===== src/rtl/adc_pkg.sv =====
// ----------------------------------------------------------------------------
// adc_pkg
// Shared definitions for the modular-ADC arbiter:
//   - adc_state_e        : arbiter FSM states
//   - ADC_CH_W/ADC_DATA_W: channel and sample widths of the ADC Avalon-ST links
//   - ADC_CH_TSD         : channel number of the temperature-sense diode
//   - adc_offset_correct : saturating raw-code offset removal
// ----------------------------------------------------------------------------
package adc_pkg;

    localparam int ADC_CH_W   = 5;
    localparam int ADC_DATA_W = 12;

    localparam logic [ADC_CH_W-1:0] ADC_CH_TSD = 5'd17;

    typedef enum logic [1:0] {
        ST_IDLE     = 2'd0,
        ST_ISSUE    = 2'd1,
        ST_WAIT_RSP = 2'd2,
        ST_DONE     = 2'd3
    } adc_state_e;

    // Subtracts the offset from a raw sample, clamping at zero. With en low
    // the raw sample passes through untouched.
    function automatic logic [ADC_DATA_W-1:0] adc_offset_correct(
        input logic [ADC_DATA_W-1:0] raw,
        input logic [ADC_DATA_W-1:0] off,
        input logic                  en
    );
        logic [ADC_DATA_W-1:0] res;
        if (!en) begin
            res = raw;
        end else if (raw < off) begin
            res = 12'd0;
        end else begin
            res = raw - off;
        end
        return res;
    endfunction

endpackage


===== src/rtl/rr_picker.sv =====
// ----------------------------------------------------------------------------
// rr_picker
// Combinational round-robin selector. The search starts at the requester
// after last_idx and wraps, so the last winner has the lowest priority.
// Ports:
//   req      in  NUM_REQ  request vector
//   last_idx in  IDX_W    index of the previously granted requester
//   grant    out NUM_REQ  one-hot winner (zero when no request)
//   idx      out IDX_W    binary index of the winner
//   valid    out 1        at least one request present
// ----------------------------------------------------------------------------
module rr_picker #(
    parameter int NUM_REQ = 4,
    parameter int IDX_W   = 2
) (
    input  logic [NUM_REQ-1:0] req,
    input  logic [IDX_W-1:0]   last_idx,
    output logic [NUM_REQ-1:0] grant,
    output logic [IDX_W-1:0]   idx,
    output logic               valid
);

    logic [NUM_REQ-1:0] grant_s;
    logic [IDX_W-1:0]   idx_s;
    logic               found_s;
    logic [IDX_W-1:0]   pos_s;

    // Rotating priority search beginning just after the last winner.
    always_comb begin
        grant_s = '0;
        idx_s   = '0;
        found_s = 1'b0;
        pos_s   = '0;
        for (int k = 1; k <= NUM_REQ; k++) begin
            pos_s = IDX_W'((int'(last_idx) + k) % NUM_REQ);
            if (!found_s && req[pos_s]) begin
                found_s        = 1'b1;
                grant_s[pos_s] = 1'b1;
                idx_s          = pos_s;
            end else begin
                found_s = found_s;
            end
        end
    end

    assign grant = grant_s;
    assign idx   = idx_s;
    assign valid = found_s;

endmodule


===== src/rtl/adc_arbiter.sv =====
// ----------------------------------------------------------------------------
// adc_arbiter
// Shares one modular ADC between NUM_REQ requesters. A winner is picked
// round-robin, its channel is sent as a command, the matching response (or a
// timeout) completes the transaction with a one-cycle done pulse.
// All outputs are registered; they are computed from the next state so that
// each output is valid in the same cycle as the state it belongs to.
//
// Optional feature macro: ADC_ARB_OFFSET_EN -- when defined, result_data is
// rsp_data - OFFSET saturated at zero; otherwise rsp_data passes unchanged.
//
// Ports:
//   clock_in     in  1            system clock
//   reset_n      in  1            asynchronous active-low reset
//   req          in  NUM_REQ      level request per requester
//   req_channel  in  5*NUM_REQ    channel per requester ([5i+4:5i])
//   grant        out NUM_REQ      one-hot, high while transaction in flight
//   done         out NUM_REQ      one-cycle completion pulse
//   result_data  out 12           sample, valid with done
//   result_err   out 1            timeout flag, valid with done
//   cmd_valid    out 1            ADC command valid
//   cmd_channel  out 5            ADC command channel
//   cmd_ready    in  1            ADC command ready
//   rsp_valid    in  1            ADC response valid
//   rsp_channel  in  5            ADC response channel
//   rsp_data     in  12           ADC response sample
//   busy         out 1            arbiter not idle
// ----------------------------------------------------------------------------
module adc_arbiter
    import adc_pkg::*;
#(
    parameter int NUM_REQ        = 4,
    parameter int TIMEOUT_CYCLES = 1023,
    parameter int OFFSET         = 3431
) (
    input  logic                           clock_in,
    input  logic                           reset_n,
    input  logic [NUM_REQ-1:0]             req,
    input  logic [ADC_CH_W*NUM_REQ-1:0]    req_channel,
    output logic [NUM_REQ-1:0]             grant,
    output logic [NUM_REQ-1:0]             done,
    output logic [ADC_DATA_W-1:0]          result_data,
    output logic                           result_err,
    output logic                           cmd_valid,
    output logic [ADC_CH_W-1:0]            cmd_channel,
    input  logic                           cmd_ready,
    input  logic                           rsp_valid,
    input  logic [ADC_CH_W-1:0]            rsp_channel,
    input  logic [ADC_DATA_W-1:0]          rsp_data,
    output logic                           busy
);

    localparam int IDX_W = (NUM_REQ > 1) ? $clog2(NUM_REQ) : 1;
    localparam int CNT_W = $clog2(TIMEOUT_CYCLES + 1);
    localparam logic [ADC_DATA_W-1:0] OFFSET_W = ADC_DATA_W'(OFFSET);

`ifdef ADC_ARB_OFFSET_EN
    localparam logic OFFSET_ON = 1'b1;
`else
    localparam logic OFFSET_ON = 1'b0;
`endif

    adc_state_e              state_r;
    adc_state_e              state_nx;

    logic [IDX_W-1:0]        idx_r;
    logic [IDX_W-1:0]        idx_nx;
    logic [ADC_CH_W-1:0]     ch_r;
    logic [ADC_CH_W-1:0]     ch_nx;
    logic [IDX_W-1:0]        last_r;
    logic [CNT_W-1:0]        cnt_r;
    logic [CNT_W-1:0]        cnt_inc_s;

    logic [NUM_REQ-1:0]      pick_grant_s;
    logic [IDX_W-1:0]        pick_idx_s;
    logic                    pick_valid_s;

    logic                    accept_s;
    logic                    rsp_hit_s;
    logic                    timeout_hit_s;

    logic [NUM_REQ-1:0]      grant_r,       grant_nx;
    logic [NUM_REQ-1:0]      done_r,        done_nx;
    logic [ADC_DATA_W-1:0]   result_data_r, result_data_nx;
    logic                    result_err_r,  result_err_nx;
    logic                    cmd_valid_r,   cmd_valid_nx;
    logic [ADC_CH_W-1:0]     cmd_channel_r, cmd_channel_nx;
    logic                    busy_r,        busy_nx;

    rr_picker #(
        .NUM_REQ (NUM_REQ),
        .IDX_W   (IDX_W)
    ) u_rr_picker (
        .req      (req),
        .last_idx (last_r),
        .grant    (pick_grant_s),
        .idx      (pick_idx_s),
        .valid    (pick_valid_s)
    );

    // cmd_valid is high exactly while in ISSUE, so acceptance needs only the state.
    assign accept_s      = (state_r == ST_ISSUE) && cmd_ready;
    assign rsp_hit_s     = (state_r == ST_WAIT_RSP) && rsp_valid && (rsp_channel == ch_r);
    assign cnt_inc_s     = cnt_r + CNT_W'(1);
    assign timeout_hit_s = (state_r == ST_WAIT_RSP) && (cnt_inc_s == CNT_W'(TIMEOUT_CYCLES));

    // FSM state register.
    always_ff @(posedge clock_in or negedge reset_n) begin
        if (!reset_n) begin
            state_r <= ST_IDLE;
        end else begin
            state_r <= state_nx;
        end
    end

    // FSM next-state logic; a matching response outranks a timeout in the same cycle.
    always_comb begin
        state_nx = state_r;
        case (state_r)
            ST_IDLE: begin
                if (pick_valid_s) begin
                    state_nx = ST_ISSUE;
                end else begin
                    state_nx = ST_IDLE;
                end
            end
            ST_ISSUE: begin
                if (accept_s) begin
                    state_nx = ST_WAIT_RSP;
                end else begin
                    state_nx = ST_ISSUE;
                end
            end
            ST_WAIT_RSP: begin
                if (rsp_hit_s || timeout_hit_s) begin
                    state_nx = ST_DONE;
                end else begin
                    state_nx = ST_WAIT_RSP;
                end
            end
            ST_DONE: begin
                state_nx = ST_IDLE;
            end
            default: begin
                state_nx = ST_IDLE;
            end
        endcase
    end

    // Winner index and channel are latched only in IDLE; req is ignored otherwise.
    always_comb begin
        idx_nx = idx_r;
        ch_nx  = ch_r;
        if ((state_r == ST_IDLE) && pick_valid_s) begin
            idx_nx = pick_idx_s;
            ch_nx  = req_channel[pick_idx_s*ADC_CH_W +: ADC_CH_W];
        end else begin
            idx_nx = idx_r;
            ch_nx  = ch_r;
        end
    end

    // Latched transaction context, round-robin pointer and response timer.
    always_ff @(posedge clock_in or negedge reset_n) begin
        if (!reset_n) begin
            idx_r  <= '0;
            ch_r   <= '0;
            last_r <= IDX_W'(NUM_REQ - 1);
            cnt_r  <= '0;
        end else begin
            idx_r <= idx_nx;
            ch_r  <= ch_nx;
            if (state_r == ST_DONE) begin
                last_r <= idx_r;
            end else begin
                last_r <= last_r;
            end
            if (accept_s) begin
                cnt_r <= '0;
            end else if (state_r == ST_WAIT_RSP) begin
                cnt_r <= cnt_inc_s;
            end else begin
                cnt_r <= cnt_r;
            end
        end
    end

    // FSM output logic: next values of the registered outputs.
    always_comb begin
        grant_nx       = '0;
        done_nx        = '0;
        result_data_nx = result_data_r;
        result_err_nx  = 1'b0;
        cmd_valid_nx   = 1'b0;
        cmd_channel_nx = '0;
        busy_nx        = (state_nx != ST_IDLE);

        if (state_nx == ST_IDLE) begin
            grant_nx = '0;
        end else if (state_r == ST_IDLE) begin
            grant_nx = pick_grant_s;
        end else begin
            grant_nx = grant_r;
        end

        if (state_nx == ST_ISSUE) begin
            cmd_valid_nx   = 1'b1;
            cmd_channel_nx = ch_nx;
        end else begin
            cmd_valid_nx   = 1'b0;
            cmd_channel_nx = '0;
        end

        if ((state_r == ST_WAIT_RSP) && (state_nx == ST_DONE)) begin
            done_nx = grant_r;
            if (rsp_hit_s) begin
                result_data_nx = adc_offset_correct(rsp_data, OFFSET_W, OFFSET_ON);
                result_err_nx  = 1'b0;
            end else begin
                result_data_nx = '0;
                result_err_nx  = 1'b1;
            end
        end else begin
            done_nx        = '0;
            result_data_nx = result_data_r;
            result_err_nx  = 1'b0;
        end
    end

    // Output registers.
    always_ff @(posedge clock_in or negedge reset_n) begin
        if (!reset_n) begin
            grant_r       <= '0;
            done_r        <= '0;
            result_data_r <= '0;
            result_err_r  <= 1'b0;
            cmd_valid_r   <= 1'b0;
            cmd_channel_r <= '0;
            busy_r        <= 1'b0;
        end else begin
            grant_r       <= grant_nx;
            done_r        <= done_nx;
            result_data_r <= result_data_nx;
            result_err_r  <= result_err_nx;
            cmd_valid_r   <= cmd_valid_nx;
            cmd_channel_r <= cmd_channel_nx;
            busy_r        <= busy_nx;
        end
    end

    assign grant       = grant_r;
    assign done        = done_r;
    assign result_data = result_data_r;
    assign result_err  = result_err_r;
    assign cmd_valid   = cmd_valid_r;
    assign cmd_channel = cmd_channel_r;
    assign busy        = busy_r;

endmodule


===== config.mk =====
export PLATFORM = sky130hd
export DESIGN_NAME = adc_arbiter
export DESIGN_NICKNAME = d
export VERILOG_FILES = /design/src/rtl/adc_pkg.sv /design/src/rtl/rr_picker.sv /design/src/rtl/adc_arbiter.sv
export SDC_FILE = /design/constraint.sdc
export NUM_CORES = 1
export LEC_CHECK = 0
export ABC_AREA = 1
export CAP_MARGIN = 20
export CORE_MARGIN = 3
export CORE_UTILIZATION = 49
export DETAILED_ROUTE_END_ITERATION = 8
export PLACE_DENSITY = 0.79
export SLEW_MARGIN = 20
export SYNTH_ARGS = -nofsm -noshare
export SYNTH_HDL_FRONTEND = slang
export SYNTH_SLANG_ARGS = --single-unit

===== constraint.sdc =====
create_clock -name clock_in -period 2.9 [get_ports clock_in]
set_input_delay 0.58 -clock clock_in [delete_from_list [all_inputs] [get_ports clock_in]]
set_output_delay 0.58 -clock clock_in [all_outputs]
set_load 0.02 [all_outputs]

==> results_dict.tcl, run 1 <==
set metrics [dict create \
    synth_most_common_cell "nand2_1" \
    synth_top_area_frac 0.4080 \
    hpwlAfterDp_um 5077 \
    hold_class "input port to asynchronous set/reset pin" \
    synth-async-reset-ratio 1.000 \
    num_vias 2669 \
    synthXorXnorAreaFrac 0.01215 \
    wl_per_cell_um 12.45 \
    slew_headroom 0.5884 \
    postSynthCellCount 382 \
    grt_pass1_wl_um 10860 \
    end_kind "register" \
    maxSlewViolCount 0 \
    initial_core_util 0.5141 \
    ioPinCount 73 \
    setup_viol 0 \
    post-route-cell-area_sq_um 3814 \
    dr.pass1.iters 4 \
    fin_crit_sh 0.9119 \
    fmaxAchievable_mhz 378.2 \
    root_buffer "clkbuf_8" \
    avgSynthCellArea_sq_um 7.547 \
    worst_pin_slew_ns 0.6152 \
    max-vdd-ir-drop_uv 543.0 \
    synth_edf_count 0 \
    criticalPathCategory "register to register" \
    yosysTopAreaCell "dfrtp_1" \
    die-area_sq_um 6839 \
    power_density_nw_per_um2 1060 \
    synthSimpleGateAreaFrac 0.3494 \
    syn-cell-area_sq_um 2883 \
    synth.area.top_cells "dfrtp_1 (41%), nand2_1 (13%), inv_1 (8.6%)" \
    tritoncts "yes" \
    wl_um 6622 \
    routed_via_density 5.017 \
    port-buffer-count 72 \
    nets 514 \
    rsz0062_at_grt "no" \
    core-area_sq_um 5608 \
    yosys-top-cells-count "nand2_1 (96), inv_1 (66), dfrtp_1 (47), nand3_1 (42), nor2_1 (36)" \
    cts_num_sinks 49 \
    clkPwrFrac 0.142 \
    insertion_delay_ns 0.31 \
    p_seq_frac 0.277 \
    synthMuxAreaShare 0 \
    syn_nets 437 \
    cap_violations 0 \
    drc 0 \
    hold_viol 0 \
    switchingPower_mw 1.912 \
    antennaDiodeCount 0 \
    area.growth.synth_to_final_pct 32.29 \
    cts_hold_buf 0 \
    critPathMaxFanout 13 \
    path_cells "inv_2, ha_1, inv_1, nand3_2, nand2_2, inv_2, nand4_4, inv_1, nor2_1, nor2_2, nand3_1, nand3_1, nand2_1, nor2_1" \
    power_frac_comb 0.581 \
    post_synth_num_cell_types 33 \
    synth_top_flop_cell "dfrtp_1" \
    cts_max_level 2 \
    placed_area_sq_um 3680 \
    status "completed" \
    synth_top_family_by_area "simple AND/OR/NAND/NOR gates" \
    cts_resized 0 \
    grt_overflow 0 \
    nFillCells 499 \
    post-cts-setup-buffer-count 0 \
    fin_tns_setup_ns 0 \
    ys_seq_elements 49 \
    antenna_found_initial 0 \
    gp_congestion 0.8284 \
    seqCellArea_sq_um 1229 \
    clk_pin_slew_ns 0.09 \
    drtAntennaViolNets 0 \
    synthAdderAreaFrac 0.04340 \
    synth_compound_area_frac 0.06293 \
    drive_gt1_frac 0.09348 \
    grt_pass1_vias 2548 \
    start_kind "register" \
    cp_data_arrival_time_ns 2.88 \
    seq_area_frac_synth 0.4262 \
    track_usage 0.2035 \
    max_stage_delay_ns 0.66 \
    intPower_mw 2.130 \
    die_x_um 82.70 \
    fin_crit_ns 2.644 \
    die_h_um 82.70 \
    finClkSkew_ns 0.004295 \
    clockBufferDepth 2 \
    drtIter0Drc 139 \
    rows 27 \
    cp_slowest_cell "dfstp_2" \
    swShare 0.4730 \
    crit_required_ns 3.14 \
    leakagePower_nw 1.939 \
    numCtsBuffers 5 \
    multi_input_area_sq_um 1349 \
    grt_max_degree 35 \
    ys_warn_count 0 \
]
[routing by layer]
layer	vias to the layer above	wire length (um)	global-route usage
li1	1342	-	-
met4	0	110	0.06209
met1	1254	2915	0.2579
met3	12	290	0.03796
met2	61	3305	0.3510
met5	-	0	0
[power by group through the flow]
| stage | clock network, mW | registers, mW | logic, mW |
|---|---|---|---|
| floorplan | 0 | 1.23 | 1.56 |
| global placement | 0 | 1.12 | 2.27 |
| detailed placement | 0 | 1.13 | 2.33 |
| CTS | 0.585 | 1.12 | 2.36 |
| global route | 0.601 | 1.16 | 2.64 |
| finish | 0.574 | 1.12 | 2.35 |
[metrics by stage]
step,setup WS [ns],util,power (mW),hold WS (ns),std cells
after floorplan,0.6429,-,2.789,0.2844,382
after CTS,0.2844,0.6801,4.061,0.1634,532
final,0.2556,0.6801,4.042,0.1587,532
after detailed placement,0.2993,0.6562,3.462,0.4584,524
after global placement,0.3280,0.6562,3.392,0.4543,524
after global routing,0.05435,0.6801,4.398,0.1771,532
[sequential cells by signal, indices dropped and copies added (netlist names), 2 cells and up]
signal       count
result_data     12
idx_r            2
done             4
grant            4
state_r          2
cnt_r           10
ch_r             5
cmd_channel      5
last_r           2
[layout by cell type, fill, tap and decap left out, types with 2 or more instances in the layout]
cell             synthesis  routed
xor2_1                   3       3
nand4_4                  2       2
nor3_1                   2       2
ha_1                    10      10
inv_1                   66      66
bufinv_16                0       2
o22ai_1                  3       3
nand2_4                  3       3
clkdlybuf4s50_1          0      71
nand2_2                 10      10
nor2_1                  36      36
nand3_2                  2       2
o21ai_0                 19      19
nand4_1                  6       6
buf_4                    0       4
nand3_1                 42      42
nor2_2                   3       3
o211ai_1                 4       4
nand2_1                 96      96
clkbuf_8                 0       5
a21oi_1                  6       6
inv_2                    4       4
dfstp_2                  2       2
dfrtp_1                 47      47
[critical path, delay by kind of cell, from the launching register on]
family / cells / cell delay, ns
simple gates: 9 / 0.98
buf+inv: 4 / 0.59
fa+ha+maj: 1 / 0.34
flops: 1 / 0.66
[cell families (layout without fill, tap and decap cells)]
family                   count (synthesis)  in the layout
AND/OR/NAND/NOR                        209            209
buffers and inverters                   77            155
flip-flops                              49             49
AO/OA/AOI/OAI                           33             33
adder cells (fa/ha/maj)                 10             10
XOR/XNOR                                 4              4
[worst paths after layout]
path	startpoint	endpoint	slack (ns)	cells past startpoint
min in group clock_in	result_data[3]	result_data[3]	0.48	2
worst max-delay path	last_r[0]	cmd_channel[1]	0.26	14
worst min-delay path	reset_n	grant[0]	0.16	1
worst max register to register	last_r[0]	cmd_channel[1]	0.26	14
max in group asynchronous	reset_n	result_data[0]	2.00	2
worst min register to register	result_data[3]	result_data[3]	0.48	2
[final cells by class]
cell class	instances	share of cell area
multi-input cells	256	0.3537
flip-flops and latches	49	0.3222
repair buffers	76	0.1955
inverters	71	0.06988
well taps	72	0.02362
clock buffers	5	0.01804
clock inverters	3	0.01706
No activity file was read; power rests on OpenSTA's default activity.
==> inputs of run 2 (changes only) <==
- ABC_AREA: 1 -> 0
- PLACE_DENSITY: 0.79 -> 0.8
==> results_dict.tcl, run 2 <==
set metrics [dict create \
    r2r_slack_ns 0.12 \
    ioPinCount 73 \
    die-area_sq_um 6853 \
    leakagePower_nw 1.751 \
    finalWorstSetupSlack_ns 0.1171 \
    core-area_sq_um 5608 \
    syn-cell-area_sq_um 2889 \
    port-buffer-count 72 \
    drtAntennaViolNets 0 \
    rsz0062_at_grt "no" \
    numCtsBuffers 5 \
    drc 0 \
    cap_violations 0 \
    avgSynthCellArea_sq_um 10.17 \
    finClkSkew_ns 0.01009 \
    setup_viol 0 \
    power_density_nw_per_um2 999.0 \
    crit_required_ns 3.08 \
    synthMuxAreaShare 0.08185 \
    ys_warn_count 0 \
    wl_per_cell_um 16.78 \
    fmaxAchievable_mhz 359.3 \
    hold_class "input port to asynchronous set/reset pin" \
    synth_top_area_frac 0.4071 \
    grt_max_degree 27 \
    synth_top_flop_cell "dfrtp_1" \
    routed_via_density 5.803 \
    grt_pass1_vias 2519 \
    initial_core_util 0.5152 \
    cts_max_level 2 \
    num_vias 2617 \
    yosysTopAreaCell "dfrtp_1" \
    wl_um 7567 \
    fin_crit_ns 2.783 \
    syn_nets 339 \
    crit_end "cmd_channel[1]" \
    gp_congestion 0.8959 \
    dr.pass1.iters 4 \
    hpwlAfterDp_um 5657 \
    postSynthCellCount 284 \
    status "completed" \
    synthAdderAreaFrac 0.04331 \
    postLayoutCoreUtil 0.7146 \
    synth.area.top_cells "dfrtp_1 (41%), ha_1 (4.3%), o21ai_0 (4.2%)" \
    criticalPathCategory "register to register" \
    fin_crit_sh 0.9596 \
    post_synth_num_cell_types 51 \
    track_usage 0.2263 \
    r2r_end "cmd_channel[1]" \
    synth_compound_area_frac 0.2287 \
    grt_overflow 0 \
    insertion_delay_ns 0.29 \
    die_h_um 82.79 \
    cts_num_sinks 49 \
    tritoncts "yes" \
    startpoint "last_r[1]" \
    nets 433 \
    cp_data_arrival_time_ns 2.96 \
    final_common_cell "clkdlybuf4s50_1" \
    synth_most_common_cell "dfrtp_1" \
    hold_viol 0 \
    ys_seq_elements 49 \
    dp_cells 441 \
    end_kind "register" \
    hold-worst-slack_ns 0.2731 \
    slew_headroom 0.5629 \
    clockBufferDepth 2 \
    synthXorXnorAreaFrac 0.03032 \
    maxSlewViolCount 0 \
    drive_gt1_frac 0.1609 \
    nFillCells 461 \
    stdcell_count 451 \
    placed_area_sq_um 3856 \
    die_x_um 82.79 \
    synth_top_family_by_area "compound AO/OA/AOI/OAI gates" \
    seq_area_frac_synth 0.4253 \
    largest_reg_flops 12 \
    rows 27 \
    drtIter0Drc 176 \
    antennaDiodeCount 0 \
    antenna_found_initial 0 \
    total_power_mw 4.004 \
    start_kind "register" \
    yosys-top-cells-count "dfrtp_1 (47), nand2_1 (28), o21ai_0 (24), nor2_1 (16), nor3_1 (13)" \
    synth_edf_count 0 \
    post-place-ws_ns -0.01899 \
    area.growth.synth_to_final_pct 38.72 \
    synthSimpleGateAreaFrac 0.1615 \
    synth-async-reset-ratio 1.000 \
    reg2reg_depth 10 \
    fin_tns_setup_ns 0 \
    clk_pin_slew_ns 0.09 \
    root_buffer "clkbuf_8" \
    max-vdd-ir-drop_uv 502.3 \
    post-route-cell-area_sq_um 4008 \
    final_cell_mix "clkdlybuf4s50_1 (71), dfrtp_1 (47), nand2_1 (28)" \
    grt_pass1_wl_um 11890 \
    worst_pin_slew_ns 0.6533 \
    r2r_start "last_r[1]" \
    critPathMaxFanout 8 \
]
## run 2: cell types whose count changed in the layout (fill, tap and decap cells not counted), sizes merged, moves of 11 or more
cell,previous run,this run
a22o,0,12
buf,5,29
inv,70,7
nand2,109,28
nand3,45,5
nor2,41,16
nor3,2,13
## run 2: logic make-up (layout without fill, tap and decap cells)
group	Yosys count	after routing
mux	19	19
simple gates	94	94
flops	49	49
fa+ha+maj	10	10
compound gates	82	82
xor+xnor	10	10
buf+inv	20	115
## run 2: critical path: stages (launching register included)
cell and delay [ns]:
dfstp_2 0.54, inv_1 0.10, ha_4 0.32, mux4_2 0.52, buf_4 0.18, nand2b_1 0.14
a31oi_2 0.10, buf_4 0.19, mux2i_1 0.25, o32ai_4 0.15, a21o_1 0.18
## run 2: layer usage
layer  up-vias  GRT usage  routed length (um)
met4         0    0.06863                 140
met1      1264     0.3017                3272
li1       1251          -                   -
met2        90     0.3718                3772
met3        12    0.04536                 381
met5         -          0                   0
## run 2: final cells by class
cell class	count	area, sq um	area share
inverter	7	28.78	0.007181
clock buffer	7	96.34	0.02404
tap	72	90.09	0.02248
clock inverter	1	5.005	0.001249
sequential	49	1229	0.3066
timing repair buffer	100	938.4	0.2342
multi-input combinational	215	1620	0.4043
## run 2: timing repair
item / 4_1_cts / 5_1_grt
setup endpoints to repair: 0 / 9
resized for setup: 0 / 2
hold buffers: 0 / 0
setup buffers: 0 / 2
hold endpoints to repair: 0 / 0
## run 2: worst min-delay path by stage
stage	depth (start not counted)	to	slack (ns)	from
after global placement	2	idx_r[1]	0.46	idx_r[1]
after global routing	1	done[2]	0.31	reset_n
after CTS	1	done[2]	0.28	reset_n
after floorplan	0	busy	0.28	reset_n
final	1	grant[2]	0.27	reset_n
after detailed placement	2	idx_r[1]	0.47	idx_r[1]
## run 2: where the power goes
part / switching (mW) / internal (mW) / total (mW)
Clock: 0.213 / 0.216 / 0.428
Combinational: 1.24 / 1.21 / 2.45
Sequential: 0.192 / 0.931 / 1.12
==> inputs of run 3 (changes only) <==
- CTS_CLUSTER_SIZE: not set -> 40
==> results of run 3 <==
The final DEF is identical to that of run 2; final timing and power are the same.
